[config.mk]
export PLATFORM = sky130hd
export DESIGN_NAME = mul_arb_sched
export DESIGN_NICKNAME = d
export VERILOG_FILES = /design/src/rtl/mul_arb_sched.sv
export SDC_FILE = /design/constraint.sdc
export NUM_CORES = 1
export LEC_CHECK = 0
export BUFFER_PORTS_ARGS = -buffer_cell sky130_fd_sc_hd__buf_2
export CORE_AREA = 2 2 180 182
export CTS_CLUSTER_DIAMETER = 100
export DETAILED_ROUTE_END_ITERATION = 16
export DIE_AREA = 0 0 182 184
export PLACE_DENSITY_LB_ADDON = 0.05
export SYNTH_ARGS = -nofsm -noshare
export SYNTH_HDL_FRONTEND = slang
export SYNTH_SLANG_ARGS = --single-unit
export TNS_END_PERCENT = 1
[constraint.sdc]
create_clock -name clk -period 3.9 [get_ports clk]
set_clock_uncertainty 0.1 [all_clocks]
set_input_delay 0.195 -clock clk [delete_from_list [all_inputs] [get_ports clk]]
set_output_delay 0.195 -clock clk [all_outputs]
set_load 0.05 [all_outputs]
[src/rtl/mul_arb_sched.sv]
// Round-robin arbiter sharing one fixed-latency pipelined multiplier among NREQ requesters.
// A valid/tag shift register matches the multiplier latency and steers each product back.
module mul_arb_sched #(
  parameter int unsigned NREQ    = 4,
  parameter int unsigned MUL_LAT = 3,
  parameter int unsigned CW      = $clog2(MUL_LAT + 2)
) (
  input  logic                 clk,
  input  logic                 rst,
  input  logic                 hold,
  input  logic [NREQ-1:0]      req_valid,
  output logic [NREQ-1:0]      req_ready,
  input  logic [NREQ*32-1:0]   req_a,
  input  logic [NREQ*32-1:0]   req_b,
  output logic                 mul_vld,
  output logic [31:0]          mul_in1,
  output logic [31:0]          mul_in2,
  input  logic [63:0]          mul_res,
  output logic [NREQ-1:0]      rsp_valid,
  output logic [63:0]          rsp_res,
  output logic [CW-1:0]        inflight,
  output logic                 idle
);

  localparam int unsigned IW  = (NREQ > 1) ? $clog2(NREQ) : 1;
  localparam int unsigned NST = MUL_LAT + 1;
  localparam int unsigned DW  = 32;
  localparam int unsigned PW  = 64;

  logic [IW-1:0]   ptr_q, ptr_d;
  logic            mul_vld_q, mul_vld_d;
  logic [DW-1:0]   mul_in1_q, mul_in1_d;
  logic [DW-1:0]   mul_in2_q, mul_in2_d;
  logic [NST-1:0]  tv_q, tv_d;
  logic [IW-1:0]   tid_q [NST];
  logic [IW-1:0]   tid_d [NST];
  logic [NREQ-1:0] rsp_valid_q, rsp_valid_d;
  logic [PW-1:0]   rsp_res_q, rsp_res_d;
  logic [CW-1:0]   inflight_q, inflight_d;

  logic            gfound_c;
  logic [IW-1:0]   gidx_c;
  logic            xfer_c;
  logic            retire_c;

  // First valid requester at or after ptr_q, with wrap-around.
  always_comb begin
    int unsigned idx;
    idx      = 0;
    gfound_c = 1'b0;
    gidx_c   = '0;
    for (int unsigned k = 0; k < NREQ; k++) begin
      idx = (32'(ptr_q) + k) % NREQ;
      if (!gfound_c && req_valid[IW'(idx)]) begin
        gfound_c = 1'b1;
        gidx_c   = IW'(idx);
      end
    end
  end

  // hold and rst gate the grant combinationally so they act in the same cycle.
  assign xfer_c    = gfound_c & ~hold & ~rst;
  assign req_ready = xfer_c ? (NREQ'(1) << gidx_c) : '0;
  assign retire_c  = tv_q[NST-1];

  always_comb begin
    ptr_d       = ptr_q;
    mul_vld_d   = xfer_c;
    mul_in1_d   = mul_in1_q;
    mul_in2_d   = mul_in2_q;
    tv_d        = {tv_q[NST-2:0], xfer_c};
    tid_d[0]    = gidx_c;
    for (int unsigned k = 1; k < NST; k++) begin
      tid_d[k] = tid_q[k-1];
    end
    rsp_valid_d = '0;
    rsp_res_d   = rsp_res_q;
    inflight_d  = inflight_q;

    if (xfer_c) begin
      ptr_d     = (gidx_c == IW'(NREQ - 1)) ? '0 : gidx_c + IW'(1);
      mul_in1_d = req_a[DW*gidx_c +: DW];
      mul_in2_d = req_b[DW*gidx_c +: DW];
    end

    // The tag leaving the last stage lines up with this cycle's product.
    if (retire_c) begin
      rsp_valid_d = NREQ'(1) << tid_q[NST-1];
      rsp_res_d   = mul_res;
    end

    case ({xfer_c, retire_c})
      2'b10:   inflight_d = inflight_q + CW'(1);
      2'b01:   inflight_d = inflight_q - CW'(1);
      default: inflight_d = inflight_q;
    endcase
  end

  always_ff @(posedge clk) begin
    if (rst) begin
      ptr_q       <= '0;
      mul_vld_q   <= 1'b0;
      mul_in1_q   <= '0;
      mul_in2_q   <= '0;
      tv_q        <= '0;
      for (int unsigned k = 0; k < NST; k++) begin
        tid_q[k] <= '0;
      end
      rsp_valid_q <= '0;
      rsp_res_q   <= '0;
      inflight_q  <= '0;
    end else begin
      ptr_q       <= ptr_d;
      mul_vld_q   <= mul_vld_d;
      mul_in1_q   <= mul_in1_d;
      mul_in2_q   <= mul_in2_d;
      tv_q        <= tv_d;
      for (int unsigned k = 0; k < NST; k++) begin
        tid_q[k] <= tid_d[k];
      end
      rsp_valid_q <= rsp_valid_d;
      rsp_res_q   <= rsp_res_d;
      inflight_q  <= inflight_d;
    end
  end

  assign mul_vld   = mul_vld_q;
  assign mul_in1   = mul_in1_q;
  assign mul_in2   = mul_in2_q;
  assign rsp_valid = rsp_valid_q;
  assign rsp_res   = rsp_res_q;
  assign inflight  = inflight_q;
  assign idle      = (inflight_q == '0) && (req_valid == '0);

endmodule

==> Yosys cells after proc, flatten, opt, wreduce, memory -nomap -nowiden <==
Memories as Yosys holds them, arrays and structs flattened.
Index checks and enable logic that the tools add are counted.
{ "totals": {"regBits": 142, "ram_bits": 8, "in_bits": 327, "out_inout_bits": 141, "wordCells": 72, "n_memories": 1} }
{ "memory_table": {"columns": ["memory", "depth", "width", "rd", "rd_clocked_by_memory_dff", "write_ports", "line", "rtl"], "rows": [
  ["tid_q", 4, 2, 4, 0, 4, "35", "logic [IW-1:0] tid_q [NST];"]
]} }
{ "classes": {"addsub": 6, "magnitude_cmp": 4, "eq_ne": 3, "shifts": 4, "muxes": 26, "n_bitwise": 9, "reduce_logical": 11} }
{ "op_table": {"columns": ["cell", "n"], "rows": [
  ["indexed part select 128 x 8 -> 32 bit", 2],
  ["two-way mux 2 bit", 9],
  ["less-than comparator 2 x 3 -> 1 bit, second input constant", 4],
  ["two-way mux 1 bit", 11],
  ["binary-select mux 1 bit (select 2 bit)", 4],
  ["<< shifter 1 x 2 -> 4 bit, first input constant", 2],
  ["case mux 3 bit (2 select lines)", 1],
  ["adder 2 x 1 -> 2 bit, second input constant", 2],
  ["adder 2 bit, second input constant", 2],
  ["equality test 2 bit, second input constant", 2],
  ["logical AND 1 bit", 4],
  ["logical NOT 4 bit", 1],
  ["two-way mux 4 bit", 1],
  ["OR 1 bit", 4],
  ["adder 3 x 1 -> 3 bit, second input constant", 1],
  ["logical NOT 1 bit", 3],
  ["logical NOT 3 bit", 1],
  ["NOT 1 bit", 3],
  ["subtractor 3 x 1 -> 3 bit, second input constant", 1],
  ["bitwise AND 1 bit", 2],
  ["equality test 2 x 1 -> 1 bit, second input constant", 1],
  ["nonzero test 2 bit", 1],
  ["OR reduction 2 bit", 1]
]} }

==> Logic depth before layout (Yosys ltp) <==
Gate-level depths: netlist of the first run.
{ "logic_depth": {"depth_word": 16, "depth_mapped": 10, "mapped_depth_nobuf": 9} }

==> Worst setup path before layout of the first run <==
Ideal clock, no wire load.
{ "synth_path": {"path_type": "input-to-output", "start": "input req_valid[0]", "end": "output idle", "t_arrival_ns": 2.287, "path_slack_ns": 1.318, "cell_stages": 2, "cell_sequence": "nor4_1 > nor4b_1"} }
{ "synth_between": {"elab_chain_cells": 2} }
{ "synth_lines": {"columns": ["item", "line", "rtl"], "rows": [
  ["from (decl)", "11", "input logic [NREQ-1:0] req_valid,"],
  ["logical NOT 4 bit", "133", "assign idle = (inflight_q == '0) && (req_valid == '0);"],
  ["logical AND 1 bit", "133", null],
  ["to (decl)", "22", "output logic idle"]
]} }
Every way passes these cells.

==> Worst setup path in the final report of the first run <==
{ "layout_path": {"start": "register ptr_q[0]", "end": "register mul_in1_q[7], in the netlist mul_in1[7]"} }
{ "layout_between": {"elab_chain_cells": 14, "word_cells_on_any_way": 28, "cone_classes": "3 x add/sub; 1 x shift; 16 x mux; 2 x bitwise; 6 x reduce/logical"} }
{ "layout_lines": {"columns": ["item", "line", "rtl"], "rows": [
  ["from (decl)", "30", "logic [IW-1:0] ptr_q, ptr_d;"],
  ["from (signal assigned)", "113", "ptr_q <= ptr_d;"],
  ["parallel branches: the longest is 14 deep, another holds adder 2 x 1 -> 2 bit", null, null],
  ["to (signal assigned)", "115", "mul_in1_q <= mul_in1_d;"],
  ["to (decl)", "32", "logic [DW-1:0] mul_in1_q, mul_in1_d;"]
]} }
Several ways; the timed one is not identified. The select of a mux whose other input is x is not followed.
A chain may end at the register's enable or synchronous reset.

==> impl_metrics.csv, run 1 <==
group,metric,value,unit
power,pwr-share-comb,31.8,%
clocking,cts_tree,"built",
floorplan,start_util,24.3,%
yosys,netlist_area,7620,µm²
power,swShare,36.7,%
yosys,synth_top_area_cell,"dfxtp_1",
global_routing,overflow,0,
worst_setup_path,rr_endpoint,"mul_in1[7]",
yosys,syn_inst,810,
yosys,syn_nets,1143,
timing,tns,0,ps
clocking,cts_root_buffer,"clkbuf_16",
worst_setup_path,crit_type,"reg2reg",
worst_setup_path,ff2ff_path_depth,7,
yosys,synth_warnings,0,
worst_setup_path,crit_path_start_kind,"register",
power,clkPwrFrac,34.8,%
yosys,synth.area.top_cells,"dfxtp_1, and3_1, mux2i_1",
finish,instances_no_fill,1774,
route,drt_iter0_markers,272,
worst_setup_path,cp.required,4120,ps
timing,slew_headroom,21.5,%
floorplan,pin_count,468,
placed_design,dp.cells,1604,
power,p_switching,0.00184,W
placed_design,dp_hpwl,21800,µm
worst_hold_path,hp-class,"in2reg",
clocking,cts_resized,0,
worst_hold_path,hold_start,"req_b[109]",
power,seqPwrFrac,33.4,%
floorplan,fp-row-count,65,
yosys,ys.flop_type,"dfxtp_1",
timing,max_freq,324,MHz
route,via_count,8224,
route,drc_errors,0,
finish,area_growth,57.6,%
clocking,htree_num_levels,4,
power,vdd_drop_max,313,µV
worst_setup_path,crit_fanout,128,
timing,drv_slew,0,
route,first_pass_iters,4,
floorplan,die_h,184,µm
timing,worstMarginPinSlew,1180,ps
worst_setup_path,cp-startpoint,"ptr_q[0]",
clocking,clk-insertion-delay-late,430,ps
clocking,cts_num_sinks,149,
clocking,cts_made_buffers,17,
floorplan,core_area,31400,µm²
timing,finalSetupViolations,0,
global_routing,grt_pass1_wl,48200,µm
route,detail-route-antenna-nets,0,
clocking,clock_path_buffers,2,
global_routing,first_global_vias,8375,
yosys,synth.top_cell.area_share,39.2,%
global_routing,grt_usage,18.6,%
timing,period_minus_slack,3090,ps
yosys,synth_cell_types,34,
placed_design,gp_congestion,0.821,
status,run_status,"completed",
power,power_leakage,5.57,nW
timing,finalCritPeriodShare,79.2,%
timing,hold_viol,0,
route,wire_per_inst,18.0,µm
clocking,clk_pin_slew_worst_paths,80,ps
floorplan,die_x,182,µm
finish,drive_above_1_share,42.8,%
route,wl,31900,µm
worst_setup_path,r2r_start,"ptr_q[0]",
worst_setup_path,cp-end-kind,"register",
yosys,synth-edff-count,0,
timing,rsz0062_at_grt,"false",
global_routing,antenna_found_initial,9,
global_routing,grt_max_degree,129,
route,viasPerCell,4.64,
job,maxCapViolations,0,
yosys,postSynthAreaPerCell,9.41,µm²
finish,nNetsFinal,1685,
worst_setup_path,arrival,3310,ps
worst_setup_path,rrSetupSlack,810,ps
yosys,ys_async_sr_fraction,0,%
power,p_int,0.00319,W
worst_setup_path,cp-endpoint,"mul_in1[7]",
power,p_per_area,419,nW/µm²
yosys,ys_seq_area_share,39.2,%
floorplan,die_area,33500,µm²
placed_design,port_buffers,467,
yosys,synth-seq-cells,149,
power by group through the flow:
stage	Clock, W	Sequential, W	Combinational (W)
2_1_floorplan	0	0.00205	0.000737
3_3_place_gp	0	0.00171	0.00151
3_5_place_dp	0	0.00172	0.00151
4_1_cts	0.00182	0.00168	0.00163
5_1_grt	0.00189	0.00170	0.00173
6_report	0.00175	0.00168	0.00160
through the flow:
step / power [W] / area [µm²] / hold WS [ps] / util, % / setup slack [ps]
2_1_floorplan: 0.00279 / 7620 / 198 / - / 1320
3_3_place_gp: 0.00323 / 10100 / 317 / 32.1 / 1270
3_5_place_dp: 0.00322 / 10100 / 324 / 32.1 / 1250
4_1_cts: 0.00513 / 12000 / 0.662 / 38.2 / 810
5_1_grt: 0.00531 / 12000 / 6.35 / 38.2 / 681
6_report: 0.00503 / 12000 / 14.0 / 38.3 / 811
layer usage:
metal | wire [µm] | track usage (%) | vias to the layer above
li1 | - | - | 4067
met1 | 12800 | 21.0 | 3808
met2 | 16100 | 33.3 | 313
met3 | 2420 | 5.88 | 34
met4 | 590 | 6.10 | 2
met5 | 13 | 0 | -
cells in the mapped netlist, types with 2 or more instances:
master / instances
a211oi_1: 80
a211oi_2: 48
a21oi_1: 2
and2_1: 4
and3_1: 129
buf_1: 4
buf_2: 28
buf_4: 5
buf_6: 20
clkbuf_1: 29
dfxtp_1: 149
ha_1: 5
inv_1: 6
mux2i_1: 64
nand2_1: 67
nor2_1: 74
nor2b_1: 14
o21ai_0: 2
o31ai_1: 48
o31ai_2: 17
xor2_1: 2
area by class of cell:
class	count	area (µm²)
Clock buffer	17	425
Timing Repair Buffer	609	3760
Inverter	6	22.5
Tap cell	402	503
Antenna cell	7	17.5
Multi-Input combinational cell	569	4110
Clock inverter	15	190
Sequential cell	149	2990
Fill cell	3289	19400
flip-flops by register name, indices dropped and copies added, names as in the netlist:
register and count:
tv_q 4, rsp_res 64, inflight 3, mul_in2 32, rsp_valid 4, ptr_q 2
mul_in1 32, tid_q 8
worst max-delay path, cell delays in order (launching register included):
cell           delay, ps
dfxtp_1              370
nor2b_1               80
or4b_4               580
buf_4                400
and3_1               400
a211oi_2             260
o31ai_2               80
dlygate4sd3_1        580
logic make-up after synthesis:
family | after synthesis | share of synthesized area (%)
buffers and inverters | 92 | 7.21
multiplexers | 64 | 8.41
XOR/XNOR | 2 | 0.230
AO/OA/AOI/OAI | 199 | 23.8
adder cells (fa/ha/maj) | 6 | 1.08
AND/OR/NAND/NOR | 298 | 20.1
flip-flops | 149 | 39.2
placed cells by master (no fill, tap or decap), types with 9 or more instances in the layout:
cell	n
a211oi_1	80
a211oi_2	48
and3_1	129
buf_2	467
buf_4	9
clkbuf_16	17
dfxtp_1	148
dlygate4sd3_1	131
mux2i_1	64
nand2_1	67
nor2_1	73
nor2b_1	14
o31ai_1	48
o31ai_2	17
repair_timing:
| action | 4_1_cts | 5_1_grt |
|---|---|---|
| buffers inserted | 0 | 0 |
| hold buffers | 131 | 0 |
| endpoints found under the hold margin | 122 | 0 |
worst min-delay path by stage:
stage / cells past startpoint / slack (ps) / endpoint
2_1_floorplan: 1 / 200 / tv_q[0]
3_3_place_gp: 1 / 320 / tv_q[3]
3_5_place_dp: 1 / 320 / tid_q[2][0]
4_1_cts: 3 / 0.7 / mul_in2[13]
5_1_grt: 3 / 6 / mul_in1[20]
6_report: 3 / 10 / mul_in2[13]
Note: power is estimated with default switching activity, not from simulation.
==> run 2, diff against run 1 <==
Settings changed: ABC_AREA set to 1, CORE_AREA 2 2 180 182 to 2 2 181 183, DIE_AREA 0 0 182 184 to 0 0 183 185.
Clock period 3.9 ns to 3.1 ns, I/O delays scaled along.
==> impl_metrics.csv, run 2 <==
group,metric,value,unit
status,run_status,"finished with violations",
status,violations,"hold timing",
yosys,ys_seq_area_share,38.6,%
yosys,yosys-top-cells-count,"nand3_1, nand2_1, nor2_1",
floorplan,pin_count,468,
route,first_pass_iters,5,
yosys,synth.top_cell.area_share,38.6,%
yosys,synth_cell_types,23,
yosys,syn_nets,1488,
clocking,cts_num_sinks,149,
worst_setup_path,crit_path_start_kind,"register",
route,wl,37600,µm
floorplan,die_x,183,µm
worst_setup_path,r2r_start,"ptr_q[0]",
global_routing,grt_pass1_wl,56400,µm
worst_setup_path,ff2ff_path_depth,12,
worst_setup_path,cp-endpoint,"mul_in1[5]",
global_routing,grt_max_degree,131,
power,p_per_area,780,nW/µm²
route,viasPerCell,4.82,
worst_setup_path,arrival,3310,ps
placed_design,port_buffers,467,
floorplan,fp-row-count,66,
timing,rsz0062_at_grt,"true",
clocking,cts_made_buffers,17,
floorplan,die_h,185,µm
route,detail-route-antenna-nets,0,
timing,drv_slew,0,
yosys,synth-seq-cells,149,
finish,stdcell_area,12800,µm²
route,drt_iter0_markers,555,
yosys,synth.area.top_cells,"dfxtp_1, nand3_1, nand2_1",
global_routing,overflow,0,
route,via_count,10440,
floorplan,start_util,24.1,%
global_routing,antenna_found_initial,9,
finish,drive_above_1_share,30.1,%
power,power,0.0100,W
yosys,postSynthAreaPerCell,6.68,µm²
job,maxCapViolations,0,
worst_setup_path,rrSetupSlack,70,ps
timing,hold_ws,-3.31,ps
finish,area_growth,66.2,%
floorplan,core_area,32000,µm²
placed_design,dp_hpwl,25000,µm
clocking,clock_path_buffers,2,
timing,period_minus_slack,3030,ps
timing,worst_slack,65.4,ps
clocking,htree_num_levels,4,
worst_setup_path,cp.required,3370,ps
worst_setup_path,crit_fanout,128,
timing,worstMarginPinSlew,883,ps
finish,multi_input_area,4100,µm²
finish,largest_reg_flops,64,
yosys,synth_warnings,0,
floorplan,die_area,33900,µm²
global_routing,grt_usage,21.3,%
timing,slew_headroom,41.2,%
placed_design,dp_slack,532,ps
worst_setup_path,cp-end-kind,"register",
finish,nFillCells,3485,
placed_design,gp_congestion,0.838,
worst_setup_path,rr_endpoint,"mul_in1[5]",
worst_setup_path,crit_type,"reg2reg",
clocking,cts_tree,"built",
clocking,clk_pin_slew_worst_paths,70,ps
worst_setup_path,cp-startpoint,"ptr_q[0]",
yosys,yosysMostFrequentCell,"nand3_1",
placed_design,place_area,10200,µm²
timing,finalCritPeriodShare,97.9,%
finish,nNetsFinal,2072,
global_routing,first_global_vias,10091,
timing,finalSetupViolations,0,
finish,final_cell_mix,"buf_2, nand3_1, nand2_1, dlygate4sd3_1, nor2_1",
timing,hold_viol,1,
finish,final_common_cell,"buf_2",
yosys,netlist_area,7720,µm²
yosys,ys.flop_type,"dfxtp_1",
timing,max_freq,330,MHz
finish,seqCellArea,2990,µm²
route,wire_per_inst,17.4,µm
power,vdd_drop_max,505,µV
clocking,clk-insertion-delay-late,430,ps
route,drc_errors,0,
yosys,synth_top_area_cell,"dfxtp_1",
clocking,post_cts_buffers,0,
clocking,cts_root_buffer,"clkbuf_16",
power,power_leakage,6.42,nW
yosys,ys_async_sr_fraction,0,%
yosys,syn_inst,1155,
yosys,synth-edff-count,0,
worst_hold_path,hp-class,"in2reg",
run 2: logic make-up (layout without fill, tap and decap cells):
logic type,after synthesis,count (layout),share of synthesized area (%)
simple gates,780,780,46.8
buf+inv,145,742,8.59
flops,149,149,38.6
other cells,0,4,0
compound gates,75,75,4.90
fa+ha+maj,6,6,1.07
run 2: stage by stage:
step | TNS [ps] | util, % | cells
after CTS | 0 | 40.0 | 2160
after global placement | 0 | 32.0 | 1933
after floorplan | 0 | - | 1155
after global routing | -5.65 | 40.0 | 2164
final | 0 | 40.0 | 2164
after detailed placement | 0 | 32.0 | 1933
run 2: power breakdown:
group	leakage [nW]	internal, W	switching [W]
registers	1.22	0.00226	0.000183
logic	4.91	0.00171	0.00366
clock network	0.290	0.00128	0.000916
total	6.42	0.00525	0.00476
run 2: worst min-delay path by stage:
stage / startpoint / end / cells after the start
global route: req_a[110] / mul_in1[14] / 5
CTS: req_a[72] / mul_in1[8] / 5
floorplan: rst / tid_q[1][1] / 1
finish: req_a[30] / mul_in1[30] / 5
global placement: mul_res[7] / rsp_res[7] / 3
detailed placement: mul_res[16] / rsp_res[16] / 3
run 2: worst max-delay path, cell delays in order, from the launching register on:
cell	delay, ps
dfxtp_2	490
inv_6	90
nand2_1	90
nand3_1	100
nand2_1	120
nand2_1	110
nand3_4	100
buf_12	450
nand4_1	300
nand3_1	160
nand3_1	90
nand2_1	100
dlygate4sd3_1	550
run 2: what timing repair did:
action / in CTS / in global routing
gates resized for setup: 0 / 7
setup endpoints to repair: 0 / 60
hold buffers: 195 / 0
hold endpoints to repair: 138 / 0
run 2: cell type report:
type,instances,area share [%]
timing repair buffer,678,35.0
clock inverter,13,1.36
tap,408,3.98
inverter,32,1.01
multi-input combinational,861,32.0
antenna,4,0.0780
clock buffer,19,3.37
sequential,149,23.3
run 2: metal layers:
layer	up-vias	GRT usage [%]	wire length (µm)
li1	5129	-	-
met1	4862	25.4	15600
met2	391	36.4	18100
met3	48	7.10	3080
met4	10	6.30	749
met5	-	0	62
==> run 3, diff against run 2 <==
Settings changed: ABC_AREA 1 to unset, CORE_AREA 2 2 181 183 to 2 2 180 182, DIE_AREA 0 0 183 185 to 0 0 182 184.
==> impl_metrics.csv, run 3 (synthesis gave the netlist of run 1 again) <==
group,metric,value,unit
timing,finalSetupViolations,0,
global_routing,grt_pass1_wl,48900,µm
floorplan,pin_count,468,
placed_design,place_area,10100,µm²
route,first_pass_iters,4,
timing,finalCritPeriodShare,96.6,%
floorplan,die_x,182,µm
clocking,htree_num_levels,4,
global_routing,antenna_found_initial,13,
finish,instances_no_fill,1837,
timing,max_freq,334,MHz
finish,largest_reg_flops,64,
worst_hold_path,hp-class,"in2reg",
clocking,cts_made_buffers,17,
finish,nFillCells,3306,
worst_setup_path,rrSetupSlack,110,ps
finish,utilization,40.5,%
clocking,clk-insertion-delay-late,430,ps
finish,final_cell_mix,"buf_2, dlygate4sd3_1, dfxtp_1, and3_1, a211oi_1",
clocking,clock_path_buffers,2,
worst_setup_path,crit_type,"reg2reg",
worst_setup_path,cp-startpoint,"ptr_q[0]",
power,seqPwrFrac,32.8,%
placed_design,gp_congestion,0.812,
timing,worstMarginPinSlew,995,ps
power,power_leakage,5.95,nW
finish,stdcell_area,12700,µm²
finish,nNetsFinal,1748,
worst_setup_path,cp.required,3310,ps
floorplan,die_h,184,µm
floorplan,die_area,33500,µm²
global_routing,overflow,0,
job,maxCapViolations,0,
worst_setup_path,ff2ff_path_depth,7,
clocking,cts_root_buffer,"clkbuf_16",
power,clkPwrFrac,33.3,%
status,run_status,"completed",
route,wl,34300,µm
timing,drv_slew,0,
global_routing,busiest_layer,"met2",
power,vdd_drop_max,381,µV
global_routing,grt_max_degree,82,
global_routing,grt_use_met1,21.4,%
global_routing,gr-usage-met3,5.67,%
finish,area_growth,66.7,%
clocking,cts_num_sinks,149,
placed_design,dp.cells,1604,
worst_setup_path,rr_endpoint,"mul_in1[18]",
worst_setup_path,arrival,3200,ps
finish,final_common_cell,"buf_2",
timing,hold_ws,20.6,ps
worst_setup_path,cp-endpoint,"mul_in1[18]",
timing,slew_headroom,33.5,%
placed_design,port_buffers,467,
power,pwr-share-comb,34.0,%
timing,hold_viol,0,
route,viasPerCell,4.65,
route,via_count,8547,
timing,rsz0062_at_grt,"false",
timing,tns,0,ps
placed_design,dp_hpwl,22100,µm
clocking,clk_pin_slew_worst_paths,70,ps
route,detail-route-antenna-nets,0,
route,drt_iter0_markers,252,
route,wire_per_inst,18.7,µm
clocking,post_cts_buffers,0,
power,p_per_area,511,nW/µm²
worst_setup_path,crit_path_start_kind,"register",
power,swShare,35.2,%
finish,drive_above_1_share,41.3,%
clocking,cts_tree,"built",
floorplan,start_util,24.3,%
power,p_switching,0.00229,W
worst_setup_path,cp-end-kind,"register",
global_routing,first_global_vias,8738,
worst_setup_path,r2r_start,"ptr_q[0]",
global_routing,grt_usage,18.8,%
global_routing,met2_usage,33.1,%
floorplan,core_area,31400,µm²
worst_setup_path,crit_fanout,81,
floorplan,fp-row-count,65,
power,p_int,0.00420,W
timing,period_minus_slack,2990,ps
route,drc_errors,0,
## run 3: worst min-delay path by stage
stage                        endpoint  cells after the start         from  slack, ps
after global routing       mul_in2[8]                      3    req_b[40]         30
after global placement    rsp_res[28]                      3  mul_res[28]        290
after floorplan               tv_q[0]                      1         hold        160
final                      mul_in2[3]                      3    req_b[99]         20
after detailed placement      tv_q[0]                      2         hold        290
after CTS                  mul_in2[3]                      3    req_b[99]          4
## run 3: per-stage QoR
| step | total power (W) | setup WS [ps] |
|---|---|---|
| after floorplan | 0.00351 | 598 |
| after global placement | 0.00409 | 533 |
| after detailed placement | 0.00409 | 513 |
| after CTS | 0.00656 | 45.2 |
| after global routing | 0.00683 | 6.92 |
| final | 0.00649 | 106 |
## run 3: layout make-up
cell class              instances  area (µm²)  area share (%)
repair buffers                668        4420            34.8
clock buffers                  22         484            3.81
flip-flops and latches        149        2990            23.5
inverters                       6        22.5           0.177
clock inverters                 9         118           0.926
well taps                     402         503            3.96
diodes                          8        20.0           0.158
multi-input cells             573        4150            32.7
## run 3: repair_timing
item                       CTS  global route
hold endpoints to repair   139             0
hold buffers               190             0
setup endpoints to repair    0            59
resized for setup            0             4
## run 3: power by group through the flow
stage | Clock [W] | Combinational [W] | Sequential, W
2_1_floorplan | 0 | 0.000927 | 0.00258
3_3_place_gp | 0 | 0.00193 | 0.00216
3_5_place_dp | 0 | 0.00192 | 0.00216
4_1_cts | 0.00225 | 0.00219 | 0.00212
5_1_grt | 0.00232 | 0.00237 | 0.00214
6_report | 0.00216 | 0.00221 | 0.00213
## run 3: worst max-delay path, stage by stage, from the launching register on
cell and delay [ps]:
dfxtp_1 390, nor2b_2 130, or4_4 700, buf_12 250, and3_1 230, a211oi_1 290
o31ai_2 90, dlygate4sd3_1 600
## run 3: routing by layer
layer	vias up	wire length, µm	share of wire (%)
li1	4203	-	-
met1	3960	14400	42
met2	323	16600	48
met3	55	2390	7.0
met4	6	845	2.5
met5	-	41	0.12
